--- config.mk ---
export PLATFORM = sky130hd
export DESIGN_NAME = kadai4_mac_flat
export DESIGN_NICKNAME = d
export VERILOG_FILES = /design/src/rtl/kadai4_mac_if.sv /design/src/rtl/kadai4_mac.sv /design/src/flat_wrapper.sv
export SDC_FILE = /design/constraint.sdc
export NUM_CORES = 1
export LEC_CHECK = 0
export BUFFER_PORTS_ARGS = -buffer_cell sky130_fd_sc_hd__clkbuf_2
export CAP_MARGIN = 5
export CORE_ASPECT_RATIO = 1.1
export CORE_UTILIZATION = 65
export CTS_BUF_LIST = sky130_fd_sc_hd__clkbuf_2 sky130_fd_sc_hd__clkbuf_4 sky130_fd_sc_hd__clkbuf_8
export DETAILED_ROUTE_END_ITERATION = 8
export PLACE_DENSITY = 0.91
export SLEW_MARGIN = 20
export SYNTH_ARGS = -nofsm -noshare
export SYNTH_HDL_FRONTEND = slang
export SYNTH_SLANG_ARGS = --single-unit
--- constraint.sdc ---
create_clock -name CLK -period 11 [get_ports CLK]
set_clock_uncertainty 0.15 [all_clocks]
set_input_delay 0.55 -clock CLK [delete_from_list [all_inputs] [get_ports CLK]]
set_output_delay 0.55 -clock CLK [all_outputs]
set_load 0.05 [all_outputs]
--- src/rtl/kadai4_mac_if.sv ---
// rtl/kadai4_mac_if.sv - host-side handshake bundle for the kadai4_mac dot-product engine
interface kadai4_mac_if;
  logic        START;
  logic        HALT;
  logic [7:0]  A;
  logic [7:0]  B;
  logic        ACK;
  logic        REQ_AB;
  logic [15:0] X;
  logic        X_VALID;

  modport master (
    output START, HALT, A, B, ACK,
    input  REQ_AB, X, X_VALID
  );

  modport slave (
    input  START, HALT, A, B, ACK,
    output REQ_AB, X, X_VALID
  );
endinterface

--- src/rtl/kadai4_mac.sv ---
// rtl/kadai4_mac.sv - eight-pair unsigned dot-product engine with request/acknowledge operand loading
module kadai4_mac (
  input logic         CLK,
  input logic         RST,
  kadai4_mac_if.slave bus
);

  typedef enum logic [1:0] {IDLE, S_INPUT, S_EXEC, S_OUTPUT} state_t;

  state_t      state;
  logic [2:0]  cnt;
  logic [7:0]  a_mem [8];
  logic [7:0]  b_mem [8];
  logic [15:0] acc;
  logic [15:0] prod;
  logic        req_ab;
  logic        x_valid;

  // cnt doubles as capture slot index and execution step index
  always_comb begin
    prod = {8'h00, a_mem[cnt]} * {8'h00, b_mem[cnt]};
  end

  always_ff @(posedge CLK) begin
    if (RST) begin
      state   <= IDLE;
      cnt     <= 3'd0;
      acc     <= 16'h0000;
      req_ab  <= 1'b0;
      x_valid <= 1'b0;
      for (int i = 0; i < 8; i++) begin
        a_mem[i] <= 8'h00;
        b_mem[i] <= 8'h00;
      end
    end else if (bus.HALT) begin
      state   <= IDLE;
      cnt     <= 3'd0;
      acc     <= 16'h0000;
      req_ab  <= 1'b0;
      x_valid <= 1'b0;
    end else begin
      case (state)
        IDLE: begin
          if (bus.START) begin
            state  <= S_INPUT;
            cnt    <= 3'd0;
            acc    <= 16'h0000;
            req_ab <= 1'b1;
          end
        end
        S_INPUT: begin
          if (req_ab && bus.ACK) begin
            a_mem[cnt] <= bus.A;
            b_mem[cnt] <= bus.B;
            if (cnt == 3'd7) begin
              state  <= S_EXEC;
              cnt    <= 3'd0;
              req_ab <= 1'b0;
            end else begin
              cnt <= cnt + 3'd1;
            end
          end
        end
        S_EXEC: begin
          acc <= acc + prod;
          if (cnt == 3'd7) begin
            state   <= S_OUTPUT;
            cnt     <= 3'd0;
            x_valid <= 1'b1;
          end else begin
            cnt <= cnt + 3'd1;
          end
        end
        S_OUTPUT: begin
          // acc is left untouched so X holds the result after the consumer acks
          if (bus.ACK) begin
            state   <= IDLE;
            x_valid <= 1'b0;
          end
        end
        default: begin
          state <= IDLE;
        end
      endcase
    end
  end

  assign bus.REQ_AB  = req_ab;
  assign bus.X       = acc;
  assign bus.X_VALID = x_valid;

endmodule

--- src/flat_wrapper.sv ---
// flat-port wrapper written by rule: the top's interface ports become plain ports
module kadai4_mac_flat 
  (CLK, RST, bus_START, bus_HALT, bus_A, bus_B, bus_ACK, bus_REQ_AB, bus_X, bus_X_VALID);
  kadai4_mac_if bus_i ();
  input logic CLK;
  input logic RST;
  input wire logic [$bits(bus_i.START)-1:0] bus_START;
  input wire logic [$bits(bus_i.HALT)-1:0] bus_HALT;
  input wire logic [$bits(bus_i.A)-1:0] bus_A;
  input wire logic [$bits(bus_i.B)-1:0] bus_B;
  input wire logic [$bits(bus_i.ACK)-1:0] bus_ACK;
  output wire logic [$bits(bus_i.REQ_AB)-1:0] bus_REQ_AB;
  output wire logic [$bits(bus_i.X)-1:0] bus_X;
  output wire logic [$bits(bus_i.X_VALID)-1:0] bus_X_VALID;
  assign bus_i.START = bus_START;
  assign bus_i.HALT = bus_HALT;
  assign bus_i.A = bus_A;
  assign bus_i.B = bus_B;
  assign bus_i.ACK = bus_ACK;
  assign bus_REQ_AB = bus_i.REQ_AB;
  assign bus_X = bus_i.X;
  assign bus_X_VALID = bus_i.X_VALID;
  kadai4_mac u_core (.CLK(CLK), .RST(RST), .bus(bus_i));
endmodule
==> impl_metrics.sql, run 1 <==
INSERT INTO impl_metrics (metric_group, metric, value, unit) VALUES
('drt', 'remaining_drc_errors', '0', ''),
('global_route', 'grt.busiest_layer', 'met2', ''),
('yosys', 'synth.ff_latch_count', '154', ''),
('global_route', 'overflow', '0', ''),
('yosys', 'syn-cell-area', '9280', 'um2'),
('yosys', 'ys_types', '50', ''),
('place', 'gp_congestion', '0.889', ''),
('timing', 'finalSetupViolations', '0', ''),
('setup_path', 'setup.worst_path.end_class', 'flop', ''),
('final_layout', 'layout-drive-gt1-share', '17.8', '%'),
('setup_path', 'crit_buf_inv', '3', ''),
('setup_path', 'critical_path_required', '11.20', 'ns'),
('setup_path', 'critical_path.most_common_cell', 'sky130_fd_sc_hd__fa_1', ''),
('clocking', 'tritoncts', 'done', ''),
('final_layout', 'antenna-diode-count', '0', ''),
('timing', 'timing.final.ws_setup', '4.76', 'ns'),
('timing', 'setup_tns', '0', 'ns'),
('clocking', 'clock_slew_seen_by_the_registers_of_the_worst_setup_and_hold_paths', '0.08', 'ns'),
('global_route', 'met2_usage', '50.3', '%'),
('clocking', 'post_cts_hold_buffer_count', '0', ''),
('global_route', 'grt_first_pass_wirelength', '31.1', 'mm'),
('setup_path', 'cp_cell_sequence', 'mux4_2 -> mux2i_1 -> or2_1 -> fa_1 -> fa_1 -> inv_1 -> fa_1 -> inv_1 -> fa_1 -> inv_1 -> ha_1 -> a21o_1 -> a221oi_2 -> nor4_1 -> or3_1 -> a32o_1', ''),
('die', 'placement_rows', '45', ''),
('clocking', 'cts-htree-levels', '4', ''),
('drt', 'post_drt_wl_per_cell', '20.1', 'um'),
('clocking', 'post-cts-setup-buffers', '0', ''),
('drt', 'routed-via-count', '5810', ''),
('die', 'initial_utilization', '67.0', '%'),
('die', 'dieWidth', '116', 'um'),
('die', 'design.portCount', '39', ''),
('pwr', 'vdd_drop_max', '0.000108', 'V'),
('global_route', 'pin_count_of_the_biggest_net_entering_global_routing', '33', ''),
('setup_path', 'timing.critical_path.from_type', 'flop', ''),
('global_route', 'groute.layer.met1.usage', '34.6', '%'),
('timing', 'whs', '0.292', 'ns'),
('place', 'port-buffer-count', '38', ''),
('yosys', 'ys_seq_area_share', '47.0', '%'),
('setup_path', 'timing.critical_path.max_delay_family', 'adder cells', ''),
('final_layout', 'layout.nets', '899', ''),
('drt', 'drt_wl_total', '19.8', 'mm'),
('timing', 'worst_slew_pin_slew', '0.942', 'ns'),
('setup_path', 'cp.arrival', '6.44', 'ns'),
('die', 'die_h', '127', 'um'),
('global_route', 'grtUsageMet3', '6.40', '%'),
('yosys', 'number_of_enable_flip_flop_cells_after_synthesis', '128', ''),
('clocking', 'clock_sinks', '154', ''),
('setup_path', 'critical-path-max-stage-delay', '0.78', 'ns'),
('timing', 'layout_min_cycle_time', '6.24', 'ns'),
('yosys', 'yosysWarnings', '0', ''),
('setup_path', 'category_of_the_critical_setup_timing_path', 'reg2reg', ''),
('die', 'core_area', '13900', 'um2'),
('final_layout', 'utilization', '72.5', '%'),
('setup_path', 'r2r.worst_path.cells', '16', ''),
('worst_hold_path', 'worstHoldPathCells', '2', ''),
('timing', 'final-max-slew-violation-count', '0', ''),
('pwr', 'static-leakage-power', '0.00415', 'uW'),
('status', 'outcome', 'finished, final reports clean', ''),
('global_route', 'grt_usage', '29.2', '%'),
('clocking', 'clock_tree.buffer_depth', '2', ''),
('pwr', 'powerDensity', '124', 'nW/um2'),
('yosys', 'postSynth.asyncResetShare', '0', '%'),
('drt', 'vias_per_cell', '5.89', ''),
('worst_hold_path', 'min_delay_worst_endpoint', 'u_core.b_mem[5][3]', ''),
('drt', 'drt.antenna.violating_nets', '0', ''),
('timing', 'rsz0062_at_grt', 'false', ''),
('worst_hold_path', 'min-delay-start', 'bus_B[3]', ''),
('final_layout', 'area_growth', '8.25', '%'),
('timing', 'final_min_period_over_clock_period', '56.7', '%'),
('yosys', 'netlist_instances', '748', ''),
('die', 'die_area', '14800', 'um2'),
('clocking', 'clkLatencyLatePin', '0.46', 'ns');
flip-flops by register name, indices dropped and copies added, names as in the netlist, named ones only:
signal,flops
u_core.a_mem,64
u_core.b_mem,64
u_core.bus.REQ_AB,1
u_core.bus.X,16
u_core.bus.X_VALID,1
u_core.cnt,3
u_core.state,2
metal layers:
layer  wire [um]  share of wire [%]
met5           0                  0
met4         647                3.3
met3        1240                6.2
met2       10500                 53
met1        7490                 38
how the worst max path moves through the flow:
stage	slack, ns	end	from	depth (start not counted)
6_report	4.76	u_core.bus.X[15]	flop	16
5_1_grt	4.51	u_core.bus.X[15]	flop	16
4_1_cts	4.44	u_core.bus.X[15]	flop	16
3_5_place_dp	4.50	u_core.bus.X[15]	flop	16
3_3_place_gp	4.65	u_core.bus.X[15]	flop	17
2_1_floorplan	5.39	u_core.bus.X[15]	flop	19
layout by cell type, fill, tap and decap left out, types with 13 or more instances in the layout:
master / instances
sky130_fd_sc_hd__a21oi_1: 13
sky130_fd_sc_hd__and2_1: 130
sky130_fd_sc_hd__clkbuf_2: 38
sky130_fd_sc_hd__clkbuf_8: 17
sky130_fd_sc_hd__dfxtp_1: 25
sky130_fd_sc_hd__edfxtp_1: 128
sky130_fd_sc_hd__fa_1: 50
sky130_fd_sc_hd__ha_1: 41
sky130_fd_sc_hd__inv_1: 100
sky130_fd_sc_hd__mux4_2: 32
sky130_fd_sc_hd__nand2_1: 14
sky130_fd_sc_hd__nand2b_1: 17
sky130_fd_sc_hd__nor2_1: 58
sky130_fd_sc_hd__or2_2: 14
worst register-to-register path: cells and delay by family (launching register included):
kind                       cells  cell delay, ns
AOI/OAI and AO/OA              3            0.92
adders and majority gates      5            2.26
buffers and inverters          3            0.14
DFF                            1            0.78
muxes                          2            1.14
and+or+nand+nor                3            0.73
where the power goes:
part           total [uW]  internal (uW)  switching (uW)  leakage, uW
Combinational         156           61.1            95.2      0.00243
Sequential            653            645            7.44      0.00153
Clock                 435            224             212     0.000197
Total                1240            930             315      0.00415
cell families (layout without fill, tap and decap cells):
logic type	Yosys count	count (layout)	synth area share, %
xor gates and xnor gates	9	9	0.850
AOI/OAI and AO/OA	54	54	4.06
buffers and inverters	123	174	5.19
adders and majority gates	91	91	16.3
and+or+nand+nor	265	265	16.0
DFF	154	154	47.0
muxes	52	52	10.6
through the flow:
| stage | instance area (um2) | total power, uW | cells |
|---|---|---|---|
| 3_5_place_dp | 9640 | 819 | 956 |
| 4_1_cts | 10000 | 1240 | 987 |
| 3_3_place_gp | 9640 | 809 | 956 |
| 6_report | 10000 | 1240 | 987 |
| 2_1_floorplan | 9280 | 778 | 748 |
| 5_1_grt | 10000 | 1290 | 987 |
Yosys cell counts, types with 4 or more instances:
library cell	number	area share [%]
sky130_fd_sc_hd__nand2_1	14	0.57
sky130_fd_sc_hd__clkbuf_1	12	0.49
sky130_fd_sc_hd__a211oi_1	4	0.32
sky130_fd_sc_hd__fa_1	50	11
sky130_fd_sc_hd__nand2b_1	17	1.1
sky130_fd_sc_hd__a21o_1	6	0.49
sky130_fd_sc_hd__or2_2	14	0.94
sky130_fd_sc_hd__buf_1	4	0.16
sky130_fd_sc_hd__or2_1	6	0.40
sky130_fd_sc_hd__or3_1	4	0.27
sky130_fd_sc_hd__mux2i_2	12	1.8
sky130_fd_sc_hd__o21ai_0	7	0.38
sky130_fd_sc_hd__a32o_1	4	0.43
sky130_fd_sc_hd__nor2_1	59	2.4
sky130_fd_sc_hd__mux4_2	32	7.8
sky130_fd_sc_hd__ha_1	41	5.5
sky130_fd_sc_hd__a21oi_1	13	0.70
sky130_fd_sc_hd__and2_1	130	8.8
sky130_fd_sc_hd__a22oi_1	10	0.81
sky130_fd_sc_hd__xnor2_1	8	0.76
sky130_fd_sc_hd__dfxtp_1	26	5.6
sky130_fd_sc_hd__edfxtp_1	128	41
sky130_fd_sc_hd__inv_1	100	4.0
sky130_fd_sc_hd__mux2i_1	4	0.43
area by class of cell:
class	instances	area, um2
tap	188	235
sequential	154	4370
inverter	100	375
multi-input combinational	471	4450
clock buffer	18	241
timing repair buffer	43	228
clock inverter	13	149
fill	898	3810
Power figures use the tool's default switching activity.
==> run 2, diff against run 1 <==
Settings changed: ABC_AREA from default to 1.
Clock period 11 ns to 5.81 ns, I/O delays scaled along.
==> impl_metrics.sql, run 2 <==
INSERT INTO impl_metrics (metric_group, metric, value, unit) VALUES
('status', 'outcome', 'finished, final reports clean', ''),
('timing', 'setup_tns', '0', 'ns'),
('setup_path', 'critical_path_peak_fanout', '27', ''),
('yosys', 'synth.mux.area_fraction', '1.60', '%'),
('setup_path', 'r2r.worst_path.cells', '18', ''),
('setup_path', 'cp.arrival', '5.75', 'ns'),
('yosys', 'synthTopCellsByCount', 'sky130_fd_sc_hd__nor2_1, sky130_fd_sc_hd__inv_1, sky130_fd_sc_hd__edfxtp_1', ''),
('drt', 'firstDrtPassIters', '5', ''),
('yosys', 'synth_compound_area_share', '9.44', '%'),
('drt', 'post_drt_wl_per_cell', '18.1', 'um'),
('clocking', 'postCtsResizedCells', '0', ''),
('yosys', 'post_synth_and_or_nand_nor_area_fraction', '17.1', '%'),
('die', 'initial_utilization', '67.4', '%'),
('yosys', 'syn_nets', '1132', ''),
('pwr', 'vdd_drop_max', '0.000206', 'V'),
('setup_path', 'timing.critical_path.max_delay_family', 'adder cells', ''),
('yosys', 'synthesis.area_per_instance', '9.23', 'um2'),
('yosys', 'ys_seq_area_share', '46.4', '%'),
('pwr', 'powerDensity', '310', 'nW/um2'),
('timing', 'hold_viol', '0', ''),
('clocking', 'tritoncts', 'done', ''),
('final_layout', 'utilization', '72.4', '%'),
('pwr', 'static-leakage-power', '0.00457', 'uW'),
('global_route', 'grt_usage', '32.1', '%'),
('yosys', 'netlist_instances', '1020', ''),
('final_layout', 'fillCellCount', '962', ''),
('yosys', 'postSynth.asyncResetShare', '0', '%'),
('timing', 'final_min_period_over_clock_period', '94.8', '%'),
('clocking', 'clock_slew_seen_by_the_registers_of_the_worst_setup_and_hold_paths', '0.10', 'ns'),
('setup_path', 'crit_buf_inv', '3', ''),
('yosys', 'yosysWarnings', '0', ''),
('yosys', 'synth_top_family_by_area', 'simple AND/OR/NAND/NOR gates', ''),
('drt', 'remaining_drc_errors', '0', ''),
('worst_hold_path', 'holdCritPathClass', 'in2reg', ''),
('place', 'placed_cell_area', '9680', 'um2'),
('die', 'placement_rows', '45', ''),
('setup_path', 'timing.critical_path.slowest_stage_cell', 'sky130_fd_sc_hd__dfxtp_2', ''),
('final_layout', 'area_growth', '7.50', '%'),
('setup_path', 'timing.critical_path.from_type', 'flop', ''),
('clocking', 'clkLatencyLatePin', '0.47', 'ns'),
('timing', 'finalSetupViolations', '0', ''),
('clocking', 'clock_sinks', '154', ''),
('flow_run', 'max_cap_violations', '0', ''),
('setup_path', 'setup.worst_path.end_class', 'flop', ''),
('final_layout', 'layout.nets', '1163', ''),
('yosys', 'dominant_cell_type_by_area_after_synthesis', 'sky130_fd_sc_hd__edfxtp_1', ''),
('yosys', 'synthXorXnorAreaFrac', '0.372', '%'),
('drt', 'routed-via-count', '7337', ''),
('yosys', 'synth_top_flop_cell', 'sky130_fd_sc_hd__edfxtp_1', ''),
('drt', 'dr.first_iter.drc_count', '822', ''),
('clocking', 'cts_root_buffer', 'sky130_fd_sc_hd__clkbuf_8', ''),
('final_layout', 'layout.cells.most_common_list', 'sky130_fd_sc_hd__nor2_1, sky130_fd_sc_hd__inv_1, sky130_fd_sc_hd__edfxtp_1, sky130_fd_sc_hd__nand2_1, sky130_fd_sc_hd__fa_1', ''),
('yosys', 'synth_area_leaders', 'sky130_fd_sc_hd__edfxtp_1, sky130_fd_sc_hd__fa_1, sky130_fd_sc_hd__nor2_1', ''),
('worst_hold_path', 'worstHoldPathCells', '3', ''),
('final_layout', 'layout_commonest_cell', 'sky130_fd_sc_hd__nor2_1', ''),
('timing', 'layout_min_cycle_time', '5.51', 'ns'),
('die', 'dieWidth', '117', 'um'),
('timing', 'final-max-slew-violation-count', '0', ''),
('final_layout', 'final_cell_area', '10100', 'um2'),
('die', 'die_h', '128', 'um'),
('setup_path', 'critical-path-max-stage-delay', '0.69', 'ns'),
('place', 'hpwlAfterDp', '15.2', 'mm'),
('timing', 'worst_slew_pin_slew', '0.946', 'ns'),
('global_route', 'grt_first_pass_wirelength', '35.1', 'mm'),
('yosys', 'number_of_enable_flip_flop_cells_after_synthesis', '128', ''),
('global_route', 'overflow', '0', ''),
('yosys', 'yosys.area_share.adder', '16.1', '%'),
('place', 'port-buffer-count', '38', ''),
('final_layout', 'antenna-diode-count', '0', ''),
('drt', 'drt.antenna.violating_nets', '0', ''),
('timing', 'timing.fmax', '0.182', 'GHz'),
('final_layout', 'layout-drive-gt1-share', '11.4', '%'),
('clocking', 'post-cts-setup-buffers', '0', ''),
('drt', 'vias_per_cell', '5.86', ''),
('global_route', 'first_global_vias', '7193', ''),
('yosys', 'fraction_of_synthesized_cell_area_taken_by_the_top_area_cell_type', '40.8', '%'),
('setup_path', 'critical_path.most_common_cell', 'sky130_fd_sc_hd__fa_1', ''),
('setup_path', 'crit_cells', '18', ''),
('die', 'core_area', '14000', 'um2'),
('drt', 'drt_wl_total', '22.7', 'mm'),
('yosys', 'syn-cell-area', '9410', 'um2'),
('global_route', 'pin_count_of_the_biggest_net_entering_global_routing', '50', ''),
('yosys', 'synth.ff_latch_count', '154', ''),
('setup_path', 'category_of_the_critical_setup_timing_path', 'reg2reg', ''),
('yosys', 'ys_types', '34', ''),
('pwr', 'power.total', '3140', 'uW'),
('timing', 'whs', '0.0709', 'ns'),
('clocking', 'post_cts_hold_buffer_count', '2', ''),
('setup_path', 'cp_cell_sequence', 'buf_4 -> mux2i_1 -> o22ai_1 -> o21ai_2 -> nor2_1 -> fa_1 -> fa_1 -> inv_1 -> fa_1 -> fa_1 -> inv_1 -> ha_1 -> nand2_1 -> nor2_1 -> nand3_1 -> nand4_1 -> nand3_1 -> a21oi_1', ''),
('die', 'design.portCount', '39', ''),
('setup_path', 'critical_path_required', '6.06', 'ns'),
('clocking', 'cts_inserted_buffers', '17', ''),
('yosys', 'yosys.cell_count.top_type', 'sky130_fd_sc_hd__nor2_1', ''),
('die', 'die_area', '15000', 'um2'),
('timing', 'rsz0062_at_grt', 'false', ''),
('clocking', 'cts-htree-levels', '4', ''),
('place', 'gp_congestion', '0.948', ''),
('global_route', 'antenna_violations_before_repair', '0', ''),
('clocking', 'clock_tree.buffer_depth', '2', ''),
('timing', 'max_slew_margin', '36.8', '%');
-- run 2: cell count changes after synthesis, sizes merged, moves of 19 or more --
cell	change
nor2	+187
inv	+72
or2	-20
o21ai	+60
a21oi	+19
nand2	+122
mux4	-32
and2	-130
-- run 2: path summary, 6_finish.rpt --
kind                   startpoint                 end  slack, ns
setup / recovery             flop    u_core.bus.X[12]       0.30
hold / removal           bus_B[7]  u_core.b_mem[6][7]       0.07
setup reg to reg             flop    u_core.bus.X[12]       0.30
hold reg to reg   u_core.bus.X[6]     u_core.bus.X[6]       0.34
-- run 2: kinds of logic after synthesis --
family / Yosys count
AO/OA/AOI/OAI: 141
XOR/XNOR: 4
AND/OR/NAND/NOR: 409
adder cells (fa/ha/maj): 91
buffers and inverters: 206
multiplexers: 15
flip-flops: 154
-- run 2: per-stage QoR --
step           instances  setup WS, ns
2_1_floorplan       1020          1.30
3_3_place_gp        1218         0.499
3_5_place_dp        1218         0.441
4_1_cts             1252         0.413
5_1_grt             1252         0.103
6_report            1252         0.302
-- run 2: routing by layer --
layer  part of all wire (%)  global-route usage (%)  vias up
li1                       -                       -     3349
met1                     37                    37.6     3495
met2                     51                    55.2      417
met3                    9.0                    6.24       76
met4                    3.6                    17.9        0
met5                      0                       0        -
-- run 2: report_power, final --
part / switching [uW] / internal (uW)
Clock: 475 / 364
Sequential: 23.0 / 1230
Combinational: 704 / 343
-- run 2: final cells by class --
| class | instances | area (um2) | share of cell area, % |
|---|---|---|---|
| well taps | 188 | 235 | 2.33 |
| repair buffers | 46 | 255 | 2.52 |
| clock inverters | 15 | 178 | 1.76 |
| clock buffers | 17 | 234 | 2.31 |
| multi-input cells | 660 | 4200 | 41.5 |
| flip-flops and latches | 154 | 4370 | 43.2 |
| inverters | 172 | 648 | 6.41 |
-- run 2: worst min-delay path, cell delays in order --
cell	delay [ns]
sky130_fd_sc_hd__clkbuf_2	0.07
sky130_fd_sc_hd__inv_1	0.10
sky130_fd_sc_hd__nor2_1	0.11
==> run 3, diff against run 2 <==
Settings changed: CORE_MARGIN from default to 2.
==> impl_metrics.sql, run 3 (synthesized netlist as in run 2, its figures left out) <==
INSERT INTO impl_metrics (metric_group, metric, value, unit) VALUES
('timing', 'layout_min_cycle_time', '5.45', 'ns'),
('final_layout', 'sequential_cell_area', '4370', 'um2'),
('place', 'port-buffer-count', '38', ''),
('timing', 'setup_tns', '0', 'ns'),
('pwr', 'cellInternalPower', '1880', 'uW'),
('setup_path', 'critical-path-max-stage-delay', '0.94', 'ns'),
('die', 'initial_utilization', '65.9', '%'),
('clocking', 'tritoncts', 'done', ''),
('die', 'die_h', '130', 'um'),
('pwr', 'seq_power_share', '41.3', '%'),
('global_route', 'first_global_vias', '7151', ''),
('clocking', 'post-cts-setup-buffers', '0', ''),
('die', 'placement_rows', '46', ''),
('flow_run', 'max_cap_violations', '0', ''),
('pwr', 'pwr-share-comb', '34.0', '%'),
('place', 'placed_cell_area', '9700', 'um2'),
('drt', 'remaining_drc_errors', '0', ''),
('global_route', 'grt_first_pass_wirelength', '34.9', 'mm'),
('pwr', 'static-leakage-power', '0.00455', 'uW'),
('final_layout', 'layout-drive-gt1-share', '11.4', '%'),
('setup_path', 'r2r.worst_path.cells', '19', ''),
('drt', 'highest-signal-layer', 'met4', ''),
('die', 'core_area', '14300', 'um2'),
('timing', 'hold_viol', '0', ''),
('drt', 'post_drt_wl_per_cell', '17.4', 'um'),
('setup_path', 'r2r_setup_slack', '0.36', 'ns'),
('drt', 'vias_per_cell', '5.84', ''),
('timing', 'timing.fmax', '0.184', 'GHz'),
('global_route', 'antenna_violations_before_repair', '0', ''),
('drt', 'routed-via-count', '7336', ''),
('final_layout', 'multi_input_area', '4200', 'um2'),
('setup_path', 'critical_path_peak_fanout', '51', ''),
('drt', 'met3RoutedLength', '1.82', 'mm'),
('pwr', 'power.share.switching', '38.0', '%'),
('timing', 'final_min_period_over_clock_period', '93.8', '%'),
('timing', 'worst_slew_pin_slew', '0.941', 'ns'),
('status', 'outcome', 'finished, final reports clean', ''),
('final_layout', 'antenna-diode-count', '0', ''),
('clocking', 'clkLatencyLatePin', '0.47', 'ns'),
('place', 'hpwlAfterDp', '15.1', 'mm'),
('clocking', 'clock_tree.buffer_depth', '2', ''),
('setup_path', 'cp.arrival', '5.63', 'ns'),
('clocking', 'clock_slew_seen_by_the_registers_of_the_worst_setup_and_hold_paths', '0.10', 'ns'),
('clocking', 'clock_sinks', '154', ''),
('timing', 'final-max-slew-violation-count', '0', ''),
('setup_path', 'cp_cell_sequence', 'buf_4 -> o21ai_0 -> o211ai_1 -> o21ai_2 -> nor2_1 -> fa_1 -> fa_1 -> inv_1 -> fa_1 -> fa_1 -> inv_1 -> ha_1 -> nand2_1 -> nor2_1 -> nand3_1 -> nand3_1 -> nand2_1 -> nand3_1 -> a21oi_1', ''),
('setup_path', 'critical_path.most_common_cell', 'sky130_fd_sc_hd__fa_1', ''),
('setup_path', 'critical_path_required', '5.99', 'ns'),
('final_layout', 'layout.nets', '1163', ''),
('clocking', 'cts_root_buffer', 'sky130_fd_sc_hd__clkbuf_8', ''),
('global_route', 'overflow', '0', ''),
('worst_hold_path', 'worstHoldPathCells', '4', ''),
('timing', 'max_slew_margin', '37.0', '%'),
('global_route', 'grt_usage', '29.4', '%'),
('pwr', 'p_sw', '1150', 'uW'),
('worst_hold_path', 'min_delay_worst_endpoint', 'u_core.bus.X_VALID', ''),
('setup_path', 'timing.critical_path.slowest_stage_cell', 'sky130_fd_sc_hd__dfxtp_2', ''),
('worst_hold_path', 'holdCritPathClass', 'in2reg', ''),
('place', 'gp_congestion', '0.913', ''),
('global_route', 'pin_count_of_the_biggest_net_entering_global_routing', '52', ''),
('die', 'design.portCount', '39', ''),
('drt', 'dr.first_iter.drc_count', '900', ''),
('drt', 'route.layer.met1.wl', '8.02', 'mm'),
('clocking', 'cts-htree-levels', '4', ''),
('clocking', 'postCtsResizedCells', '0', ''),
('setup_path', 'terminus_of_the_critical_flop_to_flop_path', 'u_core.bus.X[12]', ''),
('final_layout', 'final_cell_area', '10100', 'um2'),
('setup_path', 'timing.critical_path.from_type', 'flop', ''),
('clocking', 'cts_inserted_buffers', '17', ''),
('drt', 'wl_met2', '11.2', 'mm'),
('final_layout', 'fillCellCount', '1002', ''),
('pwr', 'vdd_drop_max', '0.000233', 'V'),
('pwr', 'clock_power_share', '24.8', '%'),
('timing', 'rsz0062_at_grt', 'false', ''),
('die', 'die_area', '15500', 'um2'),
('timing', 'finalSetupViolations', '0', ''),
('setup_path', 'category_of_the_critical_setup_timing_path', 'reg2reg', ''),
('final_layout', 'layout_commonest_cell', 'sky130_fd_sc_hd__nor2_1', ''),
('drt', 'drt.antenna.violating_nets', '0', ''),
('pwr', 'powerDensity', '301', 'nW/um2'),
('final_layout', 'area_growth', '7.10', '%'),
('final_layout', 'layout.cells.most_common_list', 'sky130_fd_sc_hd__nor2_1, sky130_fd_sc_hd__inv_1, sky130_fd_sc_hd__edfxtp_1, sky130_fd_sc_hd__nand2_1, sky130_fd_sc_hd__fa_1', ''),
('drt', 'drt_wl_total', '21.8', 'mm'),
('die', 'dieWidth', '119', 'um'),
('worst_hold_path', 'min-delay-start', 'bus_ACK', ''),
('drt', 'firstDrtPassIters', '6', ''),
('setup_path', 'setup.worst_path.end_class', 'flop', '');
==> run 3: worst max-delay path by stage <==
stage | depth (start not counted) | slack, ns | start | endpoint
floorplan | 24 | 1.30 | flop | u_core.bus.X[14]
global placement | 19 | 0.51 | flop | u_core.bus.X[12]
detailed placement | 19 | 0.44 | flop | u_core.bus.X[12]
CTS | 19 | 0.44 | flop | u_core.bus.X[12]
global route | 20 | 0.07 | flop | u_core.bus.X[9]
finish | 19 | 0.36 | flop | u_core.bus.X[12]
==> run 3: power groups by stage <==
stage	registers, uW	clock network [uW]	logic (uW)
floorplan	1270	0	773
global placement	1270	0	960
detailed placement	1280	0	1010
CTS	1250	746	1010
global route	1250	786	1170
finish	1250	750	1030
==> run 3: final cells by class <==
cell class                      instances  area share [%]
Timing Repair Buffer                   46            2.66
Tap cell                              192            2.38
Clock inverter                         14            1.14
Multi-Input combinational cell        660            41.7
Clock buffer                           18            2.40
Inverter                              172            6.43
Sequential cell                       154            43.3
==> run 3: critical path, delay by kind of cell (launching register included) <==
kind | cells | cell delay (ns)
adder cells (fa/ha/maj) | 5 | 2.27
AND/OR/NAND/NOR | 7 | 0.93
flip-flops | 1 | 0.94
buffers and inverters | 3 | 0.41
AO/OA/AOI/OAI | 4 | 0.59
==> run 3: per-stage QoR <==
stage          hold slack, ns  setup slack (ns)  utilization (%)  instances  power, uW
6_report               0.0779             0.362             70.6       1256       3030
5_1_grt                 0.100            0.0689             70.6       1256       3210
4_1_cts                0.0583             0.436             70.6       1256       3010
3_5_place_dp            0.316             0.437             68.0       1222       2280
3_3_place_gp            0.311             0.513             68.0       1222       2230
2_1_floorplan           0.331              1.30                -       1020       2050
==> run 3: per-layer routing <==
metal	global-route usage, %	vias to the layer above
met1	35.1	3482
met2	52.2	422
met4	14.7	0
met5	0	-
li1	-	3347
met3	4.81	85
==> run 3: timing repair <==
action / 4_1_cts / 5_1_grt
hold buffers: 2 / 0
endpoints found under the setup margin: 0 / 0
hold endpoints to repair: 2 / 0
